--- config.mk ---
export PLATFORM = sky130hd
export DESIGN_NAME = answer_token_emitter
export DESIGN_NICKNAME = d
export VERILOG_FILES = /design/src/rtl/answer_token_emitter.sv
export SDC_FILE = /design/constraint.sdc
export NUM_CORES = 1
export LEC_CHECK = 0
export ABC_CLOCK_PERIOD_IN_PS = 6200
export CORE_ASPECT_RATIO = 1.5
export CORE_MARGIN = 2
export CORE_UTILIZATION = 45
export CTS_CLUSTER_SIZE = 10
export DETAILED_ROUTE_END_ITERATION = 10
export HOLD_SLACK_MARGIN = 0.02
export SLEW_MARGIN = 40
export SYNTH_ARGS = -nofsm -noshare
export SYNTH_HDL_FRONTEND = slang
export SYNTH_SLANG_ARGS = --single-unit
--- constraint.sdc ---
create_clock -name clk -period 6.2 [get_ports clk]
set_clock_uncertainty 0.15 [all_clocks]
set_input_delay 1.24 -clock clk [delete_from_list [all_inputs] [get_ports clk]]
set_output_delay 1.24 -clock clk [all_outputs]
set_load 0.02 [all_outputs]
--- src/rtl/answer_token_emitter.sv ---
// Converts a 32-bit result into most-significant-first decimal tokens
// (optional leading minus) using double-dabble, with a valid/ready output.
module answer_token_emitter #(
  parameter bit         SIGNED      = 1'b1,
  parameter logic [3:0] MINUS_TOKEN = 4'hB
) (
  input  logic        clk,
  input  logic        reset_n,
  input  logic        start,
  input  logic [31:0] number,
  output logic [3:0]  token,
  output logic        token_valid,
  input  logic        token_ready,
  output logic        busy,
  output logic        done
);

  typedef enum logic [2:0] {IDLE, CONVERT, FIND, SIGN, EMIT} state_t;

  state_t      state_q, state_d;
  logic        neg_q, neg_d;
  logic [31:0] mag_q, mag_d;
  logic [39:0] bcd_q, bcd_d;
  logic [4:0]  cnt_q, cnt_d;
  logic [3:0]  ptr_q, ptr_d;
  logic [3:0]  token_q, token_d;
  logic        token_valid_q, token_valid_d;
  logic        busy_q, busy_d;
  logic        done_q, done_d;
  logic        xfer;
  logic [3:0]  msd;

  function automatic logic [39:0] dabble_adjust(input logic [39:0] b);
    logic [39:0] r;
    r = b;
    for (int i = 0; i < 10; i++) begin
      if (b[i*4 +: 4] >= 4'd5) r[i*4 +: 4] = b[i*4 +: 4] + 4'd3;
    end
    return r;
  endfunction

  function automatic logic [3:0] digit_at(input logic [39:0] b, input logic [3:0] idx);
    logic [39:0] s;
    s = b >> {idx, 2'b00};
    return s[3:0];
  endfunction

  function automatic logic [3:0] msd_index(input logic [39:0] b);
    logic [3:0] r;
    r = 4'd0;
    for (int i = 0; i < 10; i++) begin
      if (b[i*4 +: 4] != 4'd0) r = 4'(i);
    end
    return r;
  endfunction

  assign xfer = token_valid_q && token_ready;
  assign msd  = msd_index(bcd_q);

  always_comb begin
    logic [39:0] adj;
    state_d       = state_q;
    neg_d         = neg_q;
    mag_d         = mag_q;
    bcd_d         = bcd_q;
    cnt_d         = cnt_q;
    ptr_d         = ptr_q;
    token_d       = token_q;
    token_valid_d = token_valid_q;
    done_d        = 1'b0;
    adj           = dabble_adjust(bcd_q);
    case (state_q)
      IDLE: begin
        if (start) begin
          neg_d   = SIGNED && number[31];
          mag_d   = (SIGNED && number[31]) ? (~number + 32'd1) : number;
          bcd_d   = '0;
          cnt_d   = '0;
          state_d = CONVERT;
        end
      end
      CONVERT: begin
        bcd_d = {adj[38:0], mag_q[31]};
        mag_d = {mag_q[30:0], 1'b0};
        cnt_d = cnt_q + 5'd1;
        if (cnt_q == 5'd31) state_d = FIND;
      end
      FIND: begin
        ptr_d         = msd;
        token_valid_d = 1'b1;
        if (neg_q) begin
          state_d = SIGN;
          token_d = MINUS_TOKEN;
        end else begin
          state_d = EMIT;
          token_d = digit_at(bcd_q, msd);
        end
      end
      SIGN: begin
        if (xfer) begin
          state_d = EMIT;
          token_d = digit_at(bcd_q, ptr_q);
        end
      end
      EMIT: begin
        if (xfer) begin
          if (ptr_q != 4'd0) begin
            ptr_d   = ptr_q - 4'd1;
            token_d = digit_at(bcd_q, ptr_q - 4'd1);
          end else begin
            state_d       = IDLE;
            token_d       = 4'd0;
            token_valid_d = 1'b0;
            done_d        = 1'b1;
          end
        end
      end
      default: state_d = IDLE;
    endcase
    busy_d = (state_d != IDLE);
  end

  always_ff @(posedge clk or negedge reset_n) begin
    if (!reset_n) begin
      state_q       <= IDLE;
      neg_q         <= 1'b0;
      mag_q         <= '0;
      bcd_q         <= '0;
      cnt_q         <= '0;
      ptr_q         <= '0;
      token_q       <= '0;
      token_valid_q <= 1'b0;
      busy_q        <= 1'b0;
      done_q        <= 1'b0;
    end else begin
      state_q       <= state_d;
      neg_q         <= neg_d;
      mag_q         <= mag_d;
      bcd_q         <= bcd_d;
      cnt_q         <= cnt_d;
      ptr_q         <= ptr_d;
      token_q       <= token_d;
      token_valid_q <= token_valid_d;
      busy_q        <= busy_d;
      done_q        <= done_d;
    end
  end

  assign token       = token_q;
  assign token_valid = token_valid_q;
  assign busy        = busy_q;
  assign done        = done_q;

endmodule

==> impl_metrics.ini, run 1 <==
[placed_design]
total_placed_cells_including_tap_cells = 886
hpwlAfterDp_mm = 12.64
postPlaceCellArea_um2 = 7009
count_of_port_buffers_added_during_placement = 42
weighted_congestion_reported_at_the_end_of_routability_driven_placement = 0.9087

[floorplanning]
floorplan.die_area_um2 = 15510
core.rowCount = 53
core_area_um2 = 14120
io_pins = 43
initial_core_util = 0.4621
die_h_um = 151.5
die_w_um = 102.3

[clocking]
cts_root_buffer = clkbuf_16
numClockSinks = 92
number_of_buffers_created_by_cts = 9
post_cts_buffers = 0
cts_hold_buf = 0
htree_levels = 3
cts.repair.resized = 0
clock_latency_ns = 0.35
cts_tree = done
worst_setup_hold_path_clk_slew_ns = 0.07
cts-root-to-sink-buffers = 2

[power]
design_power_total_mw = 3.764
power_leakage_nw = 3.026
peakVddDrop_uv = 173.2
powerDensity_nw_per_um2 = 515.7

[synth]
synth.lib_cells_used.distinct = 62
syn-mean-instance-area_um2 = 9.352
yosysTopAreaCell = dfrtp_1
syn-instance-count = 698
number_of_enable_flip_flop_cells_after_synthesis = 0
share_of_synthesized_area_occupied_by_flip_flops_and_latches = 0.3527
synth_largest_type_area_fraction = 0.3527
synth_seq_cells = 92
synthesis.area_um2 = 6528
postSynth.asyncResetShare = 1.000
ys.warnings.count = 0
postSynthNetCount = 763
post_synth_main_area_contributors = dfrtp_1, ha_1, o21ai_0, mux4_2, mux2i_1
postSynth.topFlopCell = dfrtp_1

[worst_hold_path]
hp-start = cnt_q[3]
min_delay_worst_endpoint = cnt_q[3]
worst_hold_path_type = reg -> reg
hold-path-cell-count = 1

[grt]
aggregate_global_route_resource_usage = 0.2328
grt_pass1_wl_mm = 28.00
antenna_violations_before_repair = 0
grt_max_degree = 65
grt_pass1_vias = 5533
grt-ovfl-total = 0

[timing]
timing.fmax_mhz = 268.3
finalHoldViolations = 0
min_period_over_period = 0.6011
setup_viol = 0
slew_headroom = 0.4725
final_period_minus_worst_setup_slack_ns = 3.727
grt_setup_unrepaired = no
maxSlewViolCount = 0
pin_slew_with_the_least_headroom_to_its_limit_ns = 0.7829
setup-tns-final_ns = 0

[route]
finalWirelength_mm = 17.15
remaining_drc_errors = 0
maxUsedRoutingLayer = met4
routedLengthMet1_mm = 6.761
drtIter0Drc = 278
dr_wl_met2_mm = 9.247
drtAntennaViolNets = 0
vias_per_cell = 6.204
dr_wl_met3_um = 588
drt-wirelength-per-cell_um = 19.02
via_count = 5596
drt-pass1-iter-count = 5

[critical_path]
cp_endpoint_kind = register
critPathKind = in -> reg
crit_arrival_ns = 3.80
crit_path_max_incr_delay_ns = 0.68
timing.reg2reg.worst_path_depth = 9
worst_r2r_end = token[0]
timing.critical_path.slowest_stage_cell = or4_1
worst-r2r-setup-slack_ns = 2.51
worstPathCellList = clkdlybuf4s50_1 -> or4_1 -> or4_4 -> or3_4 -> o41ai_4 -> xor2_1 -> o21ai_1
critical_path_peak_fanout = 8
worst-endpoint-required_ns = 6.27
start_kind = input port
r2r_start = bcd_q[32]

[finish]
post_route_cell_area_um2 = 7300
nets = 770
relative_area_change_from_synthesis_to_final_layout_pct = 11.83
antenna_cells = 0
finalNonFillerCells = 902
drive_gt1_frac = 0.08451

[run]
cap_violations = 0

[status]
run_status = finished, final reports clean
registers in the layout (all words and copies together), names as in the netlist:
name	cells
done	1
ptr_q	4
token	4
token_valid	1
state_q	3
busy	1
bcd_q	40
neg_q	1
cnt_q	5
mag_q	32
layer usage:
metal	track usage	up-vias
met5	0	-
met4	0.1013	0
met3	0.02890	29
met2	0.4336	155
met1	0.2617	2748
li1	-	2664
power breakdown:
group / switching, mW / internal (mW) / total (mW)
clock: 0.260 / 0.278 / 0.538
combinational: 1.16 / 0.868 / 2.02
sequential: 0.354 / 0.850 / 1.20
kinds of logic after synthesis:
family	after synthesis	share of synthesized area
adder cells (fa/ha/maj)	29	0.05559
AO/OA/AOI/OAI	264	0.2726
multiplexers	38	0.08146
AND/OR/NAND/NOR	147	0.1234
flip-flops	92	0.3527
XOR/XNOR	43	0.05770
buffers and inverters	85	0.05655
final cells by class:
type | count | area [um^2]
fill | 1341 | 6825
inverter | 31 | 116.4
sequential | 92 | 2302
multi-input combinational | 521 | 3877
clock buffer | 9 | 225.2
tap | 192 | 240.2
clock inverter | 7 | 61.31
timing repair buffer | 50 | 476.7
cell usage in the layout, fill, tap and decap left out, drive strengths merged, types with 25 or more instances in the layout:
cell,count
dfrtp,92
inv,33
xor2,25
nand2,32
o21ai,70
ha,29
mux2i,25
a22oi,31
nor2,36
clkdlybuf4s50,40
a21oi,45
synth_stat cells, types with 11 or more instances:
cell type,instances
dfrtp_1,92
o21ai_0,66
a21oi_1,45
clkbuf_1,41
nor2_1,36
a22oi_1,31
inv_1,31
nand2_1,31
ha_1,29
mux2i_1,25
xor2_1,25
o22ai_1,22
o31ai_1,22
xnor2_1,18
nand2b_1,14
mux4_2,12
nor3b_1,11
stage by stage:
step | util | worst slack (ns) | hold slack, ns
detailed placement | 0.4962 | 2.133 | 0.3346
global placement | 0.4962 | 2.200 | 0.3224
CTS | 0.5165 | 2.502 | 0.3456
finish | 0.5168 | 2.473 | 0.3421
floorplan | - | 2.761 | 0.2994
global route | 0.5168 | 2.221 | 0.3825
worst max-delay path: cells and delay by family:
family	cells	cell delay, ns
xor+xnor	1	0.20
simple gates	3	1.58
buf+inv	1	0.48
compound gates	2	0.30
how the worst max path moves through the flow:
stage | startpoint | end | slack (ns) | cells after the start
2_1_floorplan | number[14] | mag_q[26] | 2.76 | 7
3_3_place_gp | number[12] | mag_q[26] | 2.20 | 7
3_5_place_dp | number[12] | mag_q[26] | 2.13 | 7
4_1_cts | number[12] | mag_q[26] | 2.50 | 7
5_1_grt | bcd_q[32] | token[0] | 2.22 | 9
6_report | number[12] | mag_q[26] | 2.47 | 7
No activity file was read; power rests on OpenSTA's default activity.
==> inputs of run 2 (changes only) <==
--- a/config.mk
+++ b/config.mk
@@ -5,7 +5,7 @@
 export SDC_FILE = /design/constraint.sdc
 export NUM_CORES = 1
 export LEC_CHECK = 0
-export ABC_CLOCK_PERIOD_IN_PS = 6200
+export ABC_CLOCK_PERIOD_IN_PS = 3500
 export CORE_ASPECT_RATIO = 1.5
 export CORE_MARGIN = 2
 export CORE_UTILIZATION = 45
==> constraint.sdc (replaced) <==
create_clock -name clk -period 3.5 [get_ports clk]
set_clock_uncertainty 0.15 [all_clocks]
set_input_delay 0.7 -clock clk [delete_from_list [all_inputs] [get_ports clk]]
set_output_delay 0.7 -clock clk [all_outputs]
set_load 0.02 [all_outputs]
==> impl_metrics.ini, run 2 (synthesis gave the netlist of run 1 again) <==
[critical_path]
cp_endpoint_kind = register
critical_path_peak_fanout = 4
worst-endpoint-required_ns = 3.57
worst-r2r-setup-slack_ns = 0.42
worst_r2r_end = token[0]
r2r_start = bcd_q[24]
timing.reg2reg.worst_path_depth = 9
crit_arrival_ns = 3.16
critPathKind = in -> reg
start_kind = input port

[clocking]
numClockSinks = 92
worst_setup_hold_path_clk_slew_ns = 0.07
clock_latency_ns = 0.35
htree_levels = 3
cts_root_buffer = clkbuf_16
cts.repair.resized = 0
number_of_buffers_created_by_cts = 9
cts_hold_buf = 0
cts-root-to-sink-buffers = 2
cts_tree = done
post_cts_buffers = 0

[run]
cap_violations = 0

[floorplanning]
initial_core_util = 0.4621
die_h_um = 151.5
io_pins = 43
floorplan.die_area_um2 = 15510
core_area_um2 = 14120
core.rowCount = 53
die_w_um = 102.3

[finish]
largest_register = bcd_q
fillCellCount = 1360
drive_gt1_frac = 0.1143
antenna_cells = 0
relative_area_change_from_synthesis_to_final_layout_pct = 14.87
layout_common_cells = dfrtp_1, o21ai_0, a21oi_1
layout.cells.most_common = dfrtp_1
reg.largest.list = bcd_q (40), mag_q (32), cnt_q (5)
nets = 795
max_ffs_per_register = 40

[timing]
timing.fmax_mhz = 323.7
maxSlewViolCount = 0
setup_viol = 0
min_period_over_period = 0.8825
slew_headroom = 0.4996
fin_worst_hold_slack_ns = 0.1765
grt_setup_unrepaired = no
final_period_minus_worst_setup_slack_ns = 3.089
pin_slew_with_the_least_headroom_to_its_limit_ns = 0.7444
finalHoldViolations = 0
fin_ws_ns = 0.4111
setup-tns-final_ns = 0

[power]
peakVddDrop_uv = 411.1
power_leakage_nw = 3.165
powerDensity_nw_per_um2 = 909.0

[route]
drtIter0Drc = 229
finalWirelength_mm = 17.40
drt-pass1-iter-count = 5
drtAntennaViolNets = 0
vias_per_cell = 6.053
via_count = 5611
drt-wirelength-per-cell_um = 18.76
remaining_drc_errors = 0

[placed_design]
hpwlAfterDp_mm = 13.21
count_of_port_buffers_added_during_placement = 42
weighted_congestion_reported_at_the_end_of_routability_driven_placement = 0.9491
dpl_worst_slack_ns = 0.06164

[grt]
grt_pass1_vias = 5713
grt_max_degree = 60
grt_pass1_wl_mm = 28.95
antenna_violations_before_repair = 0
aggregate_global_route_resource_usage = 0.2391
grt-ovfl-total = 0

[worst_hold_path]
worst_hold_path_type = in -> async

[status]
run_status = finished, final reports clean
-- run 2: changes by cell type in the layout (fill, tap and decap cells not counted) --
cell / change
buf_2: -1
inv_8: -1
clkinvlp_4: -4
clkinv_8: +1
clkinv_2: +1
buf_4: +25
inv_6: +3
clkdlybuf4s50_1: +1
-- run 2: where the power goes --
part	switching (mW)	internal (mW)	total (mW)
registers	0.588	1.51	2.09
logic	2.12	1.64	3.76
clock network	0.462	0.501	0.963
-- run 2: critical path: stages --
cell	delay, ns
clkdlybuf4s50_1	0.43
or4_4	0.57
or4_4	0.55
or3_4	0.42
o41ai_4	0.22
xor2_1	0.19
o21ai_1	0.08
-- run 2: worst max-delay path by stage --
| stage | start | end | cells after the start |
|---|---|---|---|
| after floorplan | ptr_q[0] | token[1] | 11 |
| after global placement | number[18] | mag_q[26] | 7 |
| after detailed placement | number[18] | mag_q[26] | 7 |
| after CTS | bcd_q[24] | token[1] | 9 |
| after global routing | bcd_q[24] | token[1] | 9 |
| final | number[18] | mag_q[26] | 7 |
-- run 2: area by class of cell --
type | count | area (um^2) | share of cell area
tap | 192 | 240.2 | 0.03204
inverter | 31 | 116.4 | 0.01552
multi-input combinational | 521 | 3877 | 0.5171
sequential | 92 | 2302 | 0.3070
timing repair buffer | 75 | 669.4 | 0.08927
clock inverter | 7 | 67.56 | 0.009011
clock buffer | 9 | 225.2 | 0.03004
-- run 2: per-layer routing --
layer / global-route usage / wire length [um] / share of wire / vias to the layer above
met2: 0.4477 / 9414 / 0.54 / 113
met4: 0.09867 / 624 / 0.036 / 0
li1: - / - / - / 2716
met5: 0 / 0 / 0 / -
met3: 0.02523 / 451 / 0.026 / 27
met1: 0.2719 / 6904 / 0.40 / 2755
-- run 2: stage by stage --
step,cells,power [mW],instance area (um^2),utilization
after detailed placement,911,5.874,7197,0.5095
after CTS,927,6.860,7490,0.5303
after floorplan,698,4.734,6528,-
final,927,6.816,7498,0.5309
after global routing,927,7.382,7498,0.5309
after global placement,911,5.756,7197,0.5095
==> inputs of run 3 (changes only) <==
--- a/config.mk
+++ b/config.mk
@@ -12,7 +12,7 @@
 export CTS_CLUSTER_SIZE = 10
 export DETAILED_ROUTE_END_ITERATION = 10
 export HOLD_SLACK_MARGIN = 0.02
-export SLEW_MARGIN = 40
+export SLEW_MARGIN = 5
 export SYNTH_ARGS = -nofsm -noshare
 export SYNTH_HDL_FRONTEND = slang
 export SYNTH_SLANG_ARGS = --single-unit
==> impl_metrics.ini, run 3 (synthesis gave the netlist of run 1 again) <==
[clocking]
cts_tree = done
clock_latency_ns = 0.35
post_cts_buffers = 0
cts.repair.resized = 0
cts_root_buffer = clkbuf_16
cts_hold_buf = 0
number_of_buffers_created_by_cts = 9
worst_setup_hold_path_clk_slew_ns = 0.07
cts-root-to-sink-buffers = 2
htree_levels = 3
numClockSinks = 92

[worst_hold_path]
worst_hold_path_type = in -> async

[finish]
reg.largest.list = bcd_q (40), mag_q (32), cnt_q (5)
layout.core_utilization = 0.5303
fillCellCount = 1362
drive_gt1_frac = 0.1129
largest_register = bcd_q
layout.cells.most_common = dfrtp_1
nets = 795
antenna_cells = 0
layout_common_cells = dfrtp_1, o21ai_0, a21oi_1
max_ffs_per_register = 40
relative_area_change_from_synthesis_to_final_layout_pct = 14.74

[timing]
timing.fmax_mhz = 323.5
grt_setup_unrepaired = no
pin_slew_with_the_least_headroom_to_its_limit_ns = 0.8966
setup_viol = 0
slew_headroom = 0.4010
maxSlewViolCount = 0
min_period_over_period = 0.8831
setup-tns-final_ns = 0
finalHoldViolations = 0
final_period_minus_worst_setup_slack_ns = 3.091

[grt]
grt_pass1_vias = 5713
grt_max_degree = 60
aggregate_global_route_resource_usage = 0.2391
grt-ovfl-total = 0
grt_pass1_wl_mm = 28.95
antenna_violations_before_repair = 0

[power]
power_leakage_nw = 3.163
powerDensity_nw_per_um2 = 909.1
peakVddDrop_uv = 406.9

[route]
remaining_drc_errors = 0
drt-pass1-iter-count = 4
finalWirelength_mm = 17.39
drtAntennaViolNets = 0
drtIter0Drc = 284
via_count = 5637
vias_per_cell = 6.081
drt-wirelength-per-cell_um = 18.76

[critical_path]
start_kind = input port
critPathKind = in -> reg
worst-r2r-setup-slack_ns = 0.42
r2r_start = bcd_q[24]
cp_endpoint_kind = register
worst-endpoint-required_ns = 3.58
crit_start = number[18]
critical_path_peak_fanout = 4
crit_arrival_ns = 3.17
timing.reg2reg.worst_path_depth = 9
worst_r2r_end = token[1]

[floorplanning]
core.rowCount = 53
die_w_um = 102.3
floorplan.die_area_um2 = 15510
initial_core_util = 0.4621
core_area_um2 = 14120
die_h_um = 151.5
io_pins = 43

[status]
run_status = finished, final reports clean

[placed_design]
count_of_port_buffers_added_during_placement = 42
weighted_congestion_reported_at_the_end_of_routability_driven_placement = 0.9491
hpwlAfterDp_mm = 13.21

[run]
cap_violations = 0
## run 3: cell counts in the layout (fill, tap and decap cells not counted)
No cell type changed its count.
## run 3: critical path, stage by stage
cell and delay [ns]:
clkdlybuf4s50_1 0.43, or4_4 0.57, or4_4 0.55, or3_4 0.42
o41ai_4 0.22, xor2_1 0.19, o21ai_1 0.08
## run 3: area by class of cell
type	count	area, um^2	share of cell area
Multi-Input combinational cell	521	3872	0.5170
Sequential cell	92	2302	0.3074
Timing Repair Buffer	75	665.6	0.08887
Tap cell	192	240.2	0.03207
Clock buffer	9	225.2	0.03007
Inverter	31	116.4	0.01554
Clock inverter	7	67.56	0.009021
## run 3: routing by layer
metal / track usage / vias to the layer above / wire length [um]
met4: 0.09867 / 0 / 592
met1: 0.2719 / 2775 / 6836
li1: - / 2713 / -
met3: 0.02523 / 25 / 492
met5: 0 / - / 0
met2: 0.4477 / 124 / 9469
## run 3: worst max-delay path by stage
stage                      to  slack (ns)  cells past startpoint
floorplan            token[1]        0.23                     11
global placement    mag_q[26]        0.11                      7
detailed placement  mag_q[26]        0.06                      7
CTS                  token[1]        0.44                      9
global route         token[1]        0.25                      9
finish              mag_q[26]        0.41                      7
## run 3: metrics by stage
step	worst slack, ns	hold WS (ns)	area, um^2	cells	power [mW]
after floorplan	0.2321	0.2544	6528	698	4.734
after global placement	0.1077	0.3126	7197	911	5.756
after detailed placement	0.06164	0.3241	7197	911	5.874
after CTS	0.4355	0.3029	7490	927	6.860
after global routing	0.2482	0.3482	7490	927	7.380
final	0.4092	0.2817	7490	927	6.809
## run 3: power by group
part / switching (mW) / internal, mW
logic: 2.11 / 1.64
clock network: 0.462 / 0.501
registers: 0.587 / 1.51
==> RTL edit 1: new RTL, config.mk and constraints of run 2 <==
The 5 states of `state_t` get a one-hot encoding in 5 bits.
--- a/src/rtl/answer_token_emitter.sv
+++ b/src/rtl/answer_token_emitter.sv
@@ -16,5 +16,5 @@
 );
 
-  typedef enum logic [2:0] {IDLE, CONVERT, FIND, SIGN, EMIT} state_t;
+  typedef enum logic [4:0] {IDLE = 5'b00001, CONVERT = 5'b00010, FIND = 5'b00100, SIGN = 5'b01000, EMIT = 5'b10000} state_t;
 
   state_t      state_q, state_d;
Behaviour: same outputs for any inputs over 10 cycles, from zero or initial values and one cycle with reset_n low; not proved beyond that.
==> RTL edit 1 against run 2 <==
Worst hold slack improved by 0.0079 ns. Wire length fell by 0.94%. Utilization fell by 0.31 points. Worst setup slack got worse by 0.094 ns. Synthesized cell count fell by 1.6%. Area after synthesis rose by 1.0%. Final area rose by 1.8%. First-iteration DRC count rose by 84%. Via count rose by 1.2%. Maximum frequency fell by 3.0%. Sequential cell count rose by 2. Critical path type is now reg2reg. Highest routed layer unchanged.
Power is not compared: it rests on default switching activity, and its combinational part moved more than twofold at a synthesized area within 25%.
==> RTL edit 1: results (changes against run 2) <==
placed_design:
  dp.cells: 909  # -0.22%
  dpl_cell_area_sq_um: 7315  # +1.6%
  gp_congestion: 0.9459  # -0.34%
finish:
  num-nets-final: 789  # -0.75%
  nFillCells: 1359  # -0.074%
  reg_top3: "bcd_q: 40 flops, mag_q: 32 flops"
  layout-drive-gt1-share_pct: 13.03  # +1.6 points
synth:
  synth_seq_area_share_pct: 35.69  # +0.42 points
  syn-mean-instance-area_sq_um: 9.600  # +2.7%
  synth_mux_area_share_pct: 10.49  # +2.3 points
  synth_cell_types: 66  # +6.5%
  synth.cells.most_frequent: "93 x dfrtp_1, 61 x o21ai_0, 39 x nand2_1, 39 x nor2_1, 34 x clkbuf_1"
  yosys-top-cells-area: "dfrtp_1 35%, mux4_2 6.8%, ha_1 5.5%"
  syn-num-nets: 752  # -1.4%
  synth_compound_area_share_pct: 24.28  # -3.0 points
  synth_fa_ha_area_share_pct: 5.502  # -0.057 points
  synthXorXnorAreaFrac_pct: 5.179  # -0.59 points
setup_path:
  worstPathMaxFanout: 6  # +2
global_routing:
  grt_pass1_wl_um: 28630  # -1.1%
  grt_max_degree: 44  # -27%
  grt_pass1_vias: 5754  # +0.72%
sta:
  relSlewSlack_pct: 46.64  # -3.3 points
routing:
  viasPerCell: 6.141  # +1.4%
  routed_wl_um: 17230  # -0.94%
  drt_iter0_drc: 421  # +84%
status:
  status: "finished clean"
==> RTL edit 1: changes by cell type after synthesis, moves of 8 or more <==
cell,run 2,this run
nand2_1,31,39
mux2i_1,25,14
mux2_2,1,9
a21oi_1,45,30
nor2b_1,4,12
mux4_2,12,20
==> RTL edit 1: layout make-up <==
class | count | share of cell area (%)
multi-input cells | 520 | 52.14
flip-flops and latches | 94 | 30.84
repair buffers | 70 | 8.231
well taps | 196 | 3.214
clock buffers | 10 | 3.132
inverters | 29 | 1.426
clock inverters | 6 | 1.017
==> RTL edit 1: worst paths after layout <==
path | from | endpoint | cells past startpoint | slack [ns]
max reg2reg | bcd_q[20] | token[1] | 8 | 0.32
max in group asynchronous | reset_n | state_q[0] | 2 | 2.15
min reg2reg | mag_q[0] | mag_q[0] | 2 | 0.34
max | bcd_q[20] | token[1] | 8 | 0.32
min | reset_n | bcd_q[33] | 1 | 0.18
min in group clk | mag_q[0] | mag_q[0] | 2 | 0.34
==> RTL edit 1: cells by family (layout without fill, tap and decap cells) <==
logic type,Yosys count,after routing
xor gates and xnor gates,39,39
AOI/OAI and AO/OA,238,238
and+or+nand+nor,171,171
DFF,94,94
muxes,43,43
buffers and inverters,73,115
adders and majority gates,29,29
==> RTL edit 1: worst max-delay path: stages (launching register included) <==
cell      delay, ns
dfrtp_1        0.45
inv_1          0.15
ha_1           0.27
or3b_2         0.53
a211oi_2       0.34
o21a_2         0.29
mux4_2         0.54
a211oi_1       0.25
a21oi_1        0.09
==> RTL edit 1: layer usage <==
metal  vias to the layer above  wire, um  track usage, %
li1                       2687         -               -
met1                      2793      7088           28.09
met2                       154      8898           39.50
met3                        46       565           2.706
met4                         0       678           11.47
met5                         -         0               0
==> RTL edit 2: new RTL, flow settings as in run 2 <==
Without the edit above. The parameter `SIGNED` goes from 1'b1 to 1'b0.
--- a/src/rtl/answer_token_emitter.sv
+++ b/src/rtl/answer_token_emitter.sv
@@ -2,5 +2,5 @@
 // (optional leading minus) using double-dabble, with a valid/ready output.
 module answer_token_emitter #(
-  parameter bit         SIGNED      = 1'b1,
+  parameter bit         SIGNED      = 1'b0,
   parameter logic [3:0] MINUS_TOKEN = 4'hB
 ) (
Function: no difference found for any inputs over 10 cycles, from zero or initial values and one cycle with reset_n low; that may be too few to reach the edited logic, so the function may still have changed.
==> RTL edit 2 against run 2 <==
Clock power rose by 5%. Final area fell by 14%. Via count fell by 19%. Worst setup slack improved by 0.18 ns. Sequential cell count fell by 1. Total power fell by 2.6%. Wire length fell by 22%. Area after synthesis fell by 14%. Register-to-register slack improved by 0.17 ns. Count of clock-buffer cells in the layout rose by 2. Global-route usage fell by 2.6 points. Critical endpoint is now token[3]. First-iteration DRC count fell by 8.7%. Utilization rose by 0.61 points. Sequential share of layout area rose by 4.4 points.
==> RTL edit 2: results (changes against run 2) <==
cts:
  root_buffer: "clkbuf_16"
  htreeDepth: 3  # unchanged
synth:
  synth_seq_area_share_pct: 40.63  # +5.4 points
  synth_fa_ha_area_share_pct: 5.580  # +0.022 points
  synth_mux_area_share_pct: 13.95  # +5.8 points
  async_flop_share_pct: 100.0  # unchanged
  syn-instance-count: 585  # -16%
  synth.cells.most_frequent: "91 x dfrtp_1, 66 x nand2_1, 65 x o21ai_0, 59 x mux2i_1, 30 x nor2_1"
  yosys-top-cells-area: "dfrtp_1 41%, mux2i_1 11%, o21ai_0 5.8%"
  synth_compound_area_share_pct: 19.31  # -7.9 points
  syn-num-nets: 646  # -15%
  synth_cell_types: 47  # -24%
  yosys_warnings: 0  # unchanged
  synthXorXnorAreaFrac_pct: 2.188  # -3.6 points
power:
  ir_worst_vdd_mv: 0.5651  # +37%
  total_leakage_power_nw: 2.731  # -14%
  switching_power_mw: 3.011  # -4.9%
finish:
  num-nets-final: 677  # -15%
  n_antenna_cell: 0  # unchanged
  layout-drive-gt1-share_pct: 9.179  # -2.2 points
setup_path:
  path_class: "reg2reg"
  cp_slowest_cell: "dfrtp_1"
  crit_family: "compound AO/OA/AOI/OAI gates"
  worstPathMaxFanout: 22  # +18
  r2r_start: "bcd_q[9]"
  cpPeakStageDelay_ns: 0.42  # -0.15 ns
placed_design:
  portBuffers: 42  # unchanged
  gp_congestion: 0.9158  # -3.5%
  dpl.hpwl_um: 9584  # -27%
  dpl_cell_area_sq_um: 6182  # -14%
  dp.cells: 758  # -17%
routing:
  num_vias: 4517  # -19%
  avgRoutedWirePerCell_um: 17.49  # -6.8%
  viasPerCell: 5.836  # -3.6%
  drt_iter0_drc: 209  # -8.7%
  drtPass1Iterations: 5  # unchanged
global_routing:
  grt_util_all_layers_pct: 21.34  # -2.6 points
  grt_max_degree: 54  # -10%
  grt_pass1_wl_um: 22280  # -23%
sta:
  relSlewSlack_pct: 51.53  # +1.6 points
status:
  status: "finished clean"
-- RTL edit 2: changes by cell type in the layout (fill, tap and decap cells not counted), sizes merged, moves of 8 or more --
cell | run 2 | this run
a22oi | 31 | 4
o31ai | 22 | 11
mux2i | 25 | 59
o32ai | 10 | 2
nand2 | 32 | 66
xor2 | 25 | 3
buf | 34 | 12
a21oi | 45 | 27
-- RTL edit 2: worst paths after layout --
kind                        endpoint  slack, ns  cells after the start
max                         token[3]       0.59                     10
min                         cnt_q[4]       0.19                      1
max reg2reg                 token[3]       0.59                     10
min reg2reg                mag_q[15]       0.33                      2
max in group asynchronous  bcd_q[21]       2.33                      2
min in group clk           mag_q[15]       0.33                      2
-- RTL edit 2: power groups by stage --
stage / logic (mW) / registers, mW / clock network (mW)
detailed placement: 3.62 / 2.02 / 0
finish: 3.62 / 2.01 / 1.01
floorplan: 2.81 / 1.83 / 0
CTS: 3.63 / 2.00 / 1.02
global placement: 3.48 / 2.00 / 0
global route: 4.03 / 2.09 / 1.07
-- RTL edit 2: layer usage --
metal / global-route usage (%) / wire length, um
met1: 24.94 / 5495
met2: 37.32 / 7044
met3: 3.581 / 553
met4: 9.916 / 442
met5: 0 / 0
-- RTL edit 2: cells by family after synthesis --
kind of cell,count (synthesis)
AOI/OAI and AO/OA,171
xor gates and xnor gates,14
and+or+nand+nor,155
buffers and inverters,61
adders and majority gates,25
muxes,68
DFF,91
-- RTL edit 2: through the flow --
step / worst slack (ns) / power, mW
6_report: 0.5919 / 6.641
2_1_floorplan: 0.5430 / 4.639
3_3_place_gp: 0.6369 / 5.478
3_5_place_dp: 0.6177 / 5.638
4_1_cts: 0.6010 / 6.662
5_1_grt: 0.3851 / 7.186
-- RTL edit 2: layout make-up --
cell class                 instances  area [sq um]
timing repair buffer              53         533.0
sequential                        91          2277
tap                              153         191.4
clock inverter                     5         60.06
clock buffer                      11         242.7
multi-input combinational        433          3075
inverter                          28         105.1
fill                            1095          5593
